$ cat src/rtl/screen_scanout.sv
// screen_scanout: streams the CHIP-8 64x32 1-bpp framebuffer out as x/y-tagged pixels.
// Define SCANOUT_PREFETCH_EN to add a one-byte read-ahead buffer for a bubble-free stream.
module screen_scanout #(
  parameter logic [15:0] SCREEN_START = 16'h0100
) (
  input  logic        clk,
  input  logic        rst_n,
  input  logic        start,
  output logic        ready,
  output logic        frame_done,
  input  logic        mem_busy,
  output logic        mem_read,
  output logic [15:0] mem_addr,
  input  logic [7:0]  mem_read_byte,
  output logic        pix_valid,
  input  logic        pix_ready,
  output logic        pix_data,
  output logic [5:0]  pix_x,
  output logic [4:0]  pix_y
);

  typedef enum logic [1:0] {StIdle, StReq, StLoad, StShift} state_e;

  state_e      state_q, state_d;
  logic [7:0]  index_q, index_d;
  logic [2:0]  bit_cnt_q, bit_cnt_d;
  logic [7:0]  shreg_q, shreg_d;
  logic        mem_read_q, mem_read_d;
  logic [15:0] mem_addr_q, mem_addr_d;
  logic        pix_valid_q, pix_valid_d;
  logic        frame_done_q, frame_done_d;
  logic        handshake;
`ifdef SCANOUT_PREFETCH_EN
  logic [7:0]  pbuf_q, pbuf_d;
  logic        pbuf_valid_q, pbuf_valid_d;
  logic        pf_pend_q, pf_pend_d;
`endif

  assign handshake = pix_valid_q & pix_ready;

  always_comb begin
    state_d      = state_q;
    index_d      = index_q;
    bit_cnt_d    = bit_cnt_q;
    shreg_d      = shreg_q;
    mem_read_d   = 1'b0;
    mem_addr_d   = mem_addr_q;
    pix_valid_d  = pix_valid_q;
    frame_done_d = 1'b0;
`ifdef SCANOUT_PREFETCH_EN
    pbuf_d       = pbuf_q;
    pbuf_valid_d = pbuf_valid_q;
    pf_pend_d    = pf_pend_q;
`endif
    unique case (state_q)
      StIdle: begin
        // ready is held low during the frame_done cycle, so start is ignored there too
        if (start && !frame_done_q) begin
          index_d = 8'd0;
          state_d = StReq;
        end
      end
      StReq: begin
        if (!mem_busy) begin
          mem_read_d = 1'b1;
          mem_addr_d = SCREEN_START + {8'h00, index_q};
          state_d    = StLoad;
        end
      end
      StLoad: begin
        shreg_d     = mem_read_byte;
        bit_cnt_d   = 3'd0;
        pix_valid_d = 1'b1;
        state_d     = StShift;
      end
      StShift: begin
`ifdef SCANOUT_PREFETCH_EN
        if (pf_pend_q) begin
          pbuf_d       = mem_read_byte;
          pbuf_valid_d = 1'b1;
          pf_pend_d    = 1'b0;
        end else if (!pbuf_valid_q && index_q != 8'hff && !mem_busy) begin
          mem_read_d = 1'b1;
          mem_addr_d = SCREEN_START + {8'h00, index_q + 8'd1};
          pf_pend_d  = 1'b1;
        end
`endif
        if (handshake) begin
          shreg_d   = {shreg_q[6:0], 1'b0};
          bit_cnt_d = bit_cnt_q + 3'd1;
          if (bit_cnt_q == 3'd7) begin
            if (index_q == 8'hff) begin
              pix_valid_d  = 1'b0;
              frame_done_d = 1'b1;
              state_d      = StIdle;
            end else begin
              index_d = index_q + 8'd1;
`ifdef SCANOUT_PREFETCH_EN
              if (pbuf_valid_q) begin
                shreg_d      = pbuf_q;
                pbuf_valid_d = 1'b0;
              end else begin
                // Prefetch not ready in time: drop any in-flight read and refetch normally
                pix_valid_d  = 1'b0;
                pbuf_valid_d = 1'b0;
                pf_pend_d    = 1'b0;
                mem_read_d   = 1'b0;
                state_d      = StReq;
              end
`else
              pix_valid_d = 1'b0;
              state_d     = StReq;
`endif
            end
          end
        end
      end
      default: state_d = StIdle;
    endcase
  end

  always_ff @(posedge clk or negedge rst_n) begin
    if (!rst_n) begin
      state_q      <= StIdle;
      index_q      <= 8'd0;
      bit_cnt_q    <= 3'd0;
      shreg_q      <= 8'd0;
      mem_read_q   <= 1'b0;
      mem_addr_q   <= 16'd0;
      pix_valid_q  <= 1'b0;
      frame_done_q <= 1'b0;
`ifdef SCANOUT_PREFETCH_EN
      pbuf_q       <= 8'd0;
      pbuf_valid_q <= 1'b0;
      pf_pend_q    <= 1'b0;
`endif
    end else begin
      state_q      <= state_d;
      index_q      <= index_d;
      bit_cnt_q    <= bit_cnt_d;
      shreg_q      <= shreg_d;
      mem_read_q   <= mem_read_d;
      mem_addr_q   <= mem_addr_d;
      pix_valid_q  <= pix_valid_d;
      frame_done_q <= frame_done_d;
`ifdef SCANOUT_PREFETCH_EN
      pbuf_q       <= pbuf_d;
      pbuf_valid_q <= pbuf_valid_d;
      pf_pend_q    <= pf_pend_d;
`endif
    end
  end

  assign ready      = (state_q == StIdle) && !frame_done_q;
  assign frame_done = frame_done_q;
  assign mem_read   = mem_read_q;
  assign mem_addr   = mem_addr_q;
  assign pix_valid  = pix_valid_q;
  assign pix_data   = shreg_q[7];
  assign pix_x      = {index_q[2:0], bit_cnt_q};
  assign pix_y      = index_q[7:3];

endmodule

$ cat config.mk
export PLATFORM = sky130hd
export DESIGN_NAME = screen_scanout
export DESIGN_NICKNAME = d
export VERILOG_FILES = /design/src/rtl/screen_scanout.sv
export SDC_FILE = /design/constraint.sdc
export NUM_CORES = 1
export LEC_CHECK = 0
export CAP_MARGIN = 20
export CORE_UTILIZATION = 40
export CTS_CLUSTER_DIAMETER = 150
export DETAILED_ROUTE_END_ITERATION = 8
export GPL_TIMING_DRIVEN = 0
export PLACE_DENSITY = 0.71
export SLEW_MARGIN = 20
export SYNTH_ARGS = -nofsm -noshare
export SYNTH_HDL_FRONTEND = slang
export SYNTH_SLANG_ARGS = --single-unit
$ cat constraint.sdc
create_clock -name clk -period 1.55 [get_ports clk]
set_input_delay 0.31 -clock clk [delete_from_list [all_inputs] [get_ports clk]]
set_output_delay 0.31 -clock clk [all_outputs]
set_load 0.05 [all_outputs]
==> impl_metrics.prom <==
# TYPE chip_impl_metric gauge
chip_impl_info{name="result_of_the_run",value="complete, but fails checks"} 1
chip_impl_info{name="failing_checks",value="negative setup slack"} 1
chip_impl_metric{name="layout.nets",unit=""} 260
chip_impl_metric{name="placement_rows",unit=""} 23
chip_impl_metric{name="maximum_buffer_depth_of_the_clock_tree",unit=""} 2
chip_impl_metric{name="syn_inst",unit=""} 162
chip_impl_metric{name="setup_violations",unit=""} 15
chip_impl_metric{name="vias_per_cell",unit=""} 4.92
chip_impl_info{name="cell_at_the_root_of_the_clock_tree",value="sky130_fd_sc_hd__clkbuf_8"} 1
chip_impl_metric{name="clock_skew",unit="ns"} 0.00694
chip_impl_metric{name="path_max_fanout",unit=""} 7
chip_impl_metric{name="synthDistinctLibCells",unit=""} 38
chip_impl_metric{name="core_area",unit="µm²"} 4030
chip_impl_info{name="critPathSlowestCell",value="sky130_fd_sc_hd__dfrtp_1"} 1
chip_impl_metric{name="cp_data_required_time",unit="ns"} 1.73
chip_impl_metric{name="max_cap_check_violation_count",unit=""} 0
chip_impl_metric{name="detailedRoute.firstIterationViolations",unit=""} 83
chip_impl_info{name="cpMostUsedCell",value="sky130_fd_sc_hd__buf_6"} 1
chip_impl_metric{name="synth-edff-count",unit=""} 0
chip_impl_metric{name="synth_async_sr_flop_share",unit=""} 1.00
chip_impl_metric{name="firstDrtPassIters",unit=""} 4
chip_impl_metric{name="fmax",unit="GHz"} 0.604
chip_impl_metric{name="vias",unit=""} 1426
chip_impl_metric{name="grt_start_max_net_pins",unit=""} 24
chip_impl_metric{name="clkSinkCount",unit=""} 33
chip_impl_info{name="cp_cell_sequence",value="buf_6 > ha_4 > buf_6 > nand2b_4 > a22oi_2 > buf_6 > buf_4 > buf_4 > a21oi_1"} 1
chip_impl_metric{name="leftover_overflow_at_the_end_of_global_routing",unit=""} 0
chip_impl_info{name="synth.top_cells.by_count",value="sky130_fd_sc_hd__dfrtp_1, sky130_fd_sc_hd__nand2_1, sky130_fd_sc_hd__o21ai_0"} 1
chip_impl_info{name="synthMostInstantiatedCell",value="sky130_fd_sc_hd__dfrtp_1"} 1
chip_impl_metric{name="cts.htree.levels",unit=""} 2
chip_impl_metric{name="wire_length_of_the_first_global_routing_pass",unit="mm"} 6.05
chip_impl_metric{name="tritoncts.num_buffers",unit=""} 5
chip_impl_metric{name="yosys_register_bits",unit=""} 33
chip_impl_metric{name="clkTransAtPathRegs",unit="ns"} 0.07
chip_impl_metric{name="vdd_drop_max",unit="V"} 0.00100
chip_impl_metric{name="final.min_clock_period",unit="ns"} 1.65
chip_impl_info{name="r2r-start",value="state_q[1]"} 1
chip_impl_metric{name="yosys.area.top_type_share",unit=""} 0.490
chip_impl_metric{name="share_of_layout_cells_above_drive_strength_1",unit=""} 0.467
chip_impl_metric{name="die_span_in_y",unit="µm"} 66.9
chip_impl_metric{name="netlist_area",unit="µm²"} 1690
chip_impl_info{name="hold_path_class",value="input pin to async pin"} 1
chip_impl_metric{name="io_pins",unit=""} 45
chip_impl_metric{name="timing_max_transition_violations_final",unit=""} 0
chip_impl_metric{name="synth_sequential_area_ratio",unit=""} 0.490
chip_impl_metric{name="num-fill-cells",unit=""} 329
chip_impl_metric{name="first_global_vias",unit=""} 1361
chip_impl_metric{name="worst-r2r-setup-slack",unit="ns"} -0.10
chip_impl_metric{name="final_min_period_over_clock_period",unit=""} 1.07
chip_impl_metric{name="setup_total_negative_slack",unit="ns"} -0.992
chip_impl_metric{name="routed_wire_length_per_instance",unit="µm"} 13.5
chip_impl_metric{name="fp.dieW",unit="µm"} 66.9
chip_impl_metric{name="area_enclosed_by_the_die_boundary",unit="µm²"} 4480
chip_impl_metric{name="hold-worst-slack",unit="ns"} 0.443
chip_impl_info{name="yosys_most_used_dff",value="sky130_fd_sc_hd__dfrtp_1"} 1
chip_impl_info{name="critPathCaptureType",value="flip-flop"} 1
chip_impl_info{name="synthTopCellsByArea",value="sky130_fd_sc_hd__dfrtp_1, sky130_fd_sc_hd__ha_1, sky130_fd_sc_hd__mux2i_1"} 1
chip_impl_metric{name="detail-route-antenna-nets",unit=""} 0
chip_impl_metric{name="post-route-worst-setup-slack",unit="ns"} -0.105
chip_impl_info{name="grt_setup_unrepaired",value="yes"} 1
chip_impl_metric{name="antenna-diode-count",unit=""} 0
chip_impl_metric{name="port_buffers",unit=""} 37
chip_impl_metric{name="worst_reg_to_reg_cells",unit=""} 9
chip_impl_info{name="cts_tree",value="built"} 1
chip_impl_metric{name="post_route_drc_violation_count",unit=""} 0
chip_impl_metric{name="timing.critical_path.slowest_cell_delay",unit="ns"} 0.40
chip_impl_metric{name="hold_viol",unit=""} 0
chip_impl_metric{name="dpl.hpwl",unit="mm"} 2.49
chip_impl_metric{name="total_leakage_power",unit="µW"} 0.00126
chip_impl_metric{name="synth_warnings",unit=""} 0
chip_impl_metric{name="grt_antenna_before_repair",unit=""} 0
chip_impl_metric{name="drt_wl_total",unit="mm"} 3.93
chip_impl_metric{name="floorplan.initialDensity",unit=""} 0.418
chip_impl_metric{name="fin_total_pwr",unit="µW"} 4630
chip_impl_metric{name="worst_ep_arrival_time",unit="ns"} 1.83
chip_impl_info{name="yosys.area.top_type",value="sky130_fd_sc_hd__dfrtp_1"} 1
chip_impl_metric{name="worstSkewPairLatency",unit="ns"} 0.29
chip_impl_metric{name="groute.usage.overall",unit=""} 0.184
chip_impl_metric{name="power.density_cell_area",unit="nW/µm²"} 1730
chip_impl_info{name="timing.critical_path.from_type",value="flip-flop"} 1
chip_impl_info{name="timing_worst_setup_path_type",value="flip-flop to flip-flop"} 1
chip_impl_metric{name="avgSynthCellArea",unit="µm²"} 10.4
chip_impl_info{name="startpoint",value="state_q[1]"} 1
chip_impl_metric{name="gp_routability_congestion",unit=""} 0.776
chip_impl_metric{name="areaGrowthSynthToFinish",unit="%"} 58.4
## worst paths after layout
kind | to
max in group asynchronous | bit_cnt_q[1]
hold reg to reg | mem_addr[8]
hold / removal | index_q[0]
setup reg to reg | index_q[2]
setup / recovery | index_q[2]
min in group clk | mem_addr[8]
## through the flow
step | area [µm²] | util | std cells | setup slack [ns]
finish | 2670 | 0.663 | 290 | -0.105
global route | 2670 | 0.663 | 290 | -0.159
CTS | 2510 | 0.624 | 279 | -0.105
detailed placement | 2230 | 0.554 | 256 | -0.518
global placement | 2210 | 0.548 | 255 | -0.659
floorplan | 1780 | - | 168 | -0.145
## area by class of cell
| type | count | area [µm²] | share of cell area |
|---|---|---|---|
| Buffer | 13 | 106 | 0.0398 |
| Clock buffer | 5 | 68.8 | 0.0258 |
| Clock inverter | 3 | 65.1 | 0.0244 |
| Inverter | 6 | 30.0 | 0.0112 |
| Multi-Input combinational cell | 116 | 945 | 0.354 |
| Sequential cell | 33 | 838 | 0.314 |
| Tap cell | 50 | 62.6 | 0.0234 |
| Timing Repair Buffer | 64 | 554 | 0.208 |
## layout by cell type, fill, tap and decap left out, types with 7 or more instances in the layout
cell type | Yosys | layout
sky130_fd_sc_hd__a21oi_1 | 11 | 8
sky130_fd_sc_hd__buf_4 | 8 | 29
sky130_fd_sc_hd__buf_6 | 1 | 9
sky130_fd_sc_hd__clkbuf_2 | 0 | 8
sky130_fd_sc_hd__clkdlybuf4s50_1 | 0 | 11
sky130_fd_sc_hd__conb_1 | 1 | 7
sky130_fd_sc_hd__dfrtp_1 | 33 | 23
sky130_fd_sc_hd__dfrtp_2 | 0 | 10
sky130_fd_sc_hd__dlygate4sd2_1 | 0 | 11
sky130_fd_sc_hd__mux2i_1 | 10 | 10
sky130_fd_sc_hd__nand2_1 | 20 | 14
## report_power, final
part	internal (µW)	switching [µW]	total, µW
combinational	1150	1270	2420
sequential	1050	183	1240
clock	639	326	964
total	2850	1780	4630
## metal layers
metal / track usage / vias to the layer above / wire (µm)
met4: 0.0718 / 0 / 51
met1: 0.214 / 674 / 1680
met2: 0.322 / 36 / 2050
met5: 0 / - / 0
li1: - / 709 / -
met3: 0.0428 / 7 / 153
## worst max-delay path, delay by kind of cell, from the launching register on
family | cells | cell delay, ns
compound gates | 2 | 0.25
fa+ha+maj | 1 | 0.15
buf+inv | 5 | 0.62
flops | 1 | 0.40
simple gates | 1 | 0.13
## cells by family (layout without fill, tap and decap cells)
group           after synthesis  in the layout  synth area share
other cells                   1              7           0.00223
compound gates               43             43             0.157
fa+ha+maj                     8              8            0.0594
flops                        33             33             0.490
xor+xnor                      1              1           0.00520
simple gates                 41             41             0.120
mux                          16             16            0.0995
buf+inv                      19             91            0.0668
## what timing repair did
| action | 4_1_cts | 5_1_grt |
|---|---|---|
| pin swaps | 2 | 18 |
| gates resized for setup | 59 | 51 |
| hold buffers | 1 | 0 |
| setup buffers | 14 | 10 |
| endpoints found under the hold margin | 10 | 0 |
| endpoints found under the setup margin | 41 | 30 |
| cloned | 0 | 1 |
## sequential cells by signal, summed over array words and instances (netlist names)
name and count:
shreg_q 8, mem_read 1, state_q 2, frame_done 1, index_q 8, pix_valid 1
bit_cnt_q 3, mem_addr 9
Note: power is estimated with default switching activity, not from simulation.
==> patch 1, RTL diff (config.mk and constraints unchanged) <==
Build with the macro `SCANOUT_PREFETCH_EN` defined.
--- a/src/rtl/screen_scanout.sv
+++ b/src/rtl/screen_scanout.sv
@@ -1,5 +1,7 @@
 // screen_scanout: streams the CHIP-8 64x32 1-bpp framebuffer out as x/y-tagged pixels.
 // Define SCANOUT_PREFETCH_EN to add a one-byte read-ahead buffer for a bubble-free stream.
+`define SCANOUT_PREFETCH_EN
+
 module screen_scanout #(
   parameter logic [15:0] SCREEN_START = 16'h0100
 ) (
Formal check against the unedited RTL: not equivalent (a bounded check fails within 10 cycles, from zero or initial values and one cycle with rst_n low).
==> patch 1 against the unedited design <==
  * The run still ends with negative setup slack left
  * Routed wire length rose by 51%
  * Global-route usage rose by 0.92 points
  * Utilization fell by 3.7 points
  * Final cell count rose by 30%
  * Fmax fell by 12%
  * Non-clock buffer count rose by 12
  * Power rose by 30%
  * Design area rose by 29%
  * Area after synthesis rose by 36%
  * Largest cell class unchanged
  * Setup slack got worse by 220 ps
  * Sequential power rose by 45%
  * Via count rose by 41%
  * Largest power group unchanged
  * Sequential cell count rose by 10
==> patch 1: results (changes against the unedited design) <==
post-synthesis sequential area ratio=0.468 (-0.0218); Seq cells=43 (+30%); clock buffer count=8 (+3); top cells by count, synth=43 x dfrtp_1, 16 x a21oi_1, 16 x nand2_1; Post-Place Cells=335 (+31%); status=complete, but fails checks; first-pass GRT wire length=9.16 mm (+51%); clk cell area share=0.0291 (-0.0211); Avg WL per Cell=15.7 µm (+16%); Gate power share=0.566 (+0.042); R2R depth=5 (-4); vias in the first global route=1941 (+43%); nets=326 (+25%); Worst Slack Setup Final=-320 ps (-215 ps); vias per cell=5.35 (+8.8%); Logic power comb=3.40 mW (+40%); Final Util=0.626 (-0.0372); largest net degree at the start of global routing=32 (+33%); DPL Wire Length=3.44 mm (+38%); CP Max Fanout=4 (-3); post-synthesis mux area share=0.114 (+0.0148); share of layout cells above drive strength 1=0.449 (-0.0175); total global-route track usage=0.193 (+0.00921); Placed Area=0.00286 mm² (+28%); switching share of power=0.433 (+0.0483); Place WS=-675 ps (-157 ps); Die X=77.8 µm (+16%); Mapped Cells=219 (+35%); Final Setup Violations=27 (+12); routability congestion estimate=0.779 (+0.36%); Post-Synth Adder-Cell Area=0.0490 (-0.0104); worst stage delay on the critical path=450 ps (+50 ps); WP data arrival=2060 ps (+230 ps); failing checks=negative setup slack; Final Skew=3.24 ps (-3.69 ps); Synth area leaders=dfrtp_1 47%, mux2i_1 6.5%, ha_1 4.9%, mux2_2 3.9%, a21oi_1 3.5%; Data buffer area share=0.229 (-0.0186); worst-path cell with the longest stage delay=dfrtp_2; Yosys cell types=43 (+13%); Setup crit end=state_q[1]; Reg area=0.00109 mm² (+30%); Buffers excl. clock=89 (+16%); WL final=5.93 mm (+51%); hold slack=436 ps (-6.84 ps); multi-input gate count=159 (+37%); VDD IR max=1.09 mV (+8.5%); compound-cell area share of the yosys netlist=0.164 (+0.00647); post-synthesis xor/xnor area fraction=0.0229 (+0.0177)
==> patch 1: cell types whose count changed in the layout (fill, tap and decap cells not counted), sizes merged, moves of 3 or more <==
cell,change
a32oi,+8
a21oi,+5
buf,+9
nand4,+5
nand2b,-3
mux2i,+5
and2,+3
nor2,+9
dfrtp,+10
xor2,+5
clkdlybuf4s15,+5
mux2,+4
nand2,-3
==> patch 1: timing repair <==
| item | 4_1_cts | 5_1_grt |
|---|---|---|
| cloned | 1 | 0 |
| resized for setup | 92 | 28 |
| buffers inserted | 28 | 9 |
| pin swaps | 7 | 9 |
| setup endpoints to repair | 67 | 35 |
| hold buffers | 1 | 0 |
| endpoints found under the hold margin | 12 | 0 |
==> patch 1: per-layer routing <==
metal | vias up | wire length [µm] | track usage
met4 | 0 | 108 | 0.0717
met3 | 13 | 248 | 0.0318
met5 | - | 0 | 0
met2 | 61 | 3110 | 0.335
met1 | 993 | 2470 | 0.240
li1 | 950 | - | -
==> patch 2, RTL diff (config.mk and constraints unchanged) <==
Made on the original files. The 4 states of `state_e` get a one-hot encoding in 4 bits.
--- a/src/rtl/screen_scanout.sv
+++ b/src/rtl/screen_scanout.sv
@@ -19,7 +19,7 @@
   output logic [4:0]  pix_y
 );
 
-  typedef enum logic [1:0] {StIdle, StReq, StLoad, StShift} state_e;
+  typedef enum logic [3:0] {StIdle = 4'b0001, StReq = 4'b0010, StLoad = 4'b0100, StShift = 4'b1000} state_e;
 
   state_e      state_q, state_d;
   logic [7:0]  index_q, index_d;
Formal check against the unedited RTL: same outputs for any inputs over 10 cycles, from zero or initial values and one cycle with rst_n low; not proved beyond that.
==> patch 2 against the unedited design <==
  * The run still ends with negative setup slack left
  * Power down 33%
  * Area after synthesis up 4.5%
  * Design area down 0.42%
  * Count of clock-buffer cells in the layout up 3
  * Sequential cell count up 2
  * Routed wire length up 7.0%
  * Setup slack worse by 220 ps
  * Clock skew down 2.6 ps
  * Final cell count down 0.69%
  * Largest cell class unchanged
==> patch 2: results (changes against the unedited design) <==
Pre-antenna DRT Iters=5 (+1); worst stage delay on the critical path=500 ps (+100 ps); Worst Slack Setup Final=-321 ps (-216 ps); mean post-synth cell area=10.4 µm² (+0.13%); worst-path cell with the longest stage delay=or4b_4; compound-cell area share of the yosys netlist=0.158 (+0.00111); Resized Gates After CTS=63 (+6.8%); reg2reg start=state_q[2]; share of layout cells above drive strength 1=0.412 (-0.0549); post-synthesis sequential area ratio=0.498 (+0.00825); Starting DRT DRC Count=93 (+12%); routability congestion estimate=0.756 (-2.5%); first-pass GRT wire length=6.55 mm (+8.2%); failing checks=negative setup slack; VDD IR max=0.579 mV (-42%); Placed Area=0.00234 mm² (+4.8%); largest net degree at the start of global routing=21 (-13%); worst hold path type=reg -> reg; sequential fraction of design power=0.394 (+0.127); status=complete, but fails checks; Final Setup Violations=30 (+15); WL final=4.20 mm (+7.0%); Final Skew=4.33 ps (-2.61 ps); top cells by count, synth=34 x dfrtp_1, 28 x nand2_1, 13 x a31oi_1; total global-route track usage=0.195 (+0.0114); Clk pwr share=0.202 (-0.007); CP Max Fanout=4 (-3); WP data arrival=1560 ps (-270 ps); Synth area leaders=dfrtp_1 48%, nand2_1 6.0%, mux2_2 5.1%, a31oi_1 4.6%, buf_4 3.4%; Yosys cell types=43 (+13%)
patch 2: layout make-up:
class	instances	area [µm²]
repair buffers	57	543
fillers	345	1460
plain buffers	12	115
multi-input cells	121	947
clock buffers	8	80.1
inverters	5	18.8
well taps	50	62.6
flip-flops and latches	35	892
patch 2: metal layers:
layer  part of all wire  routed length, µm  track usage  vias to the layer above
li1                   -                  -            -                      730
met1               0.48               2000        0.281                      738
met2               0.46               1950        0.271                       40
met3              0.045                187       0.0500                        6
met4              0.015                 64       0.0859                        0
met5                  0                  0            0                        -
patch 2: path summary, 6_finish.rpt:
path / slack, ps / end
setup reg to reg: -270 / shreg_q[3]
hold reg to reg: 460 / mem_addr[8]
setup / recovery: -320 / ready
hold / removal: 460 / mem_addr[8]
max in group asynchronous: 540 / state_q[0]
min in group asynchronous: 490 / mem_addr[0]
patch 2: critical path: cells and delay by family, from the launching register on:
kind	cells	cell delay (ps)
flops	1	390
simple gates	2	610
buf+inv	2	280
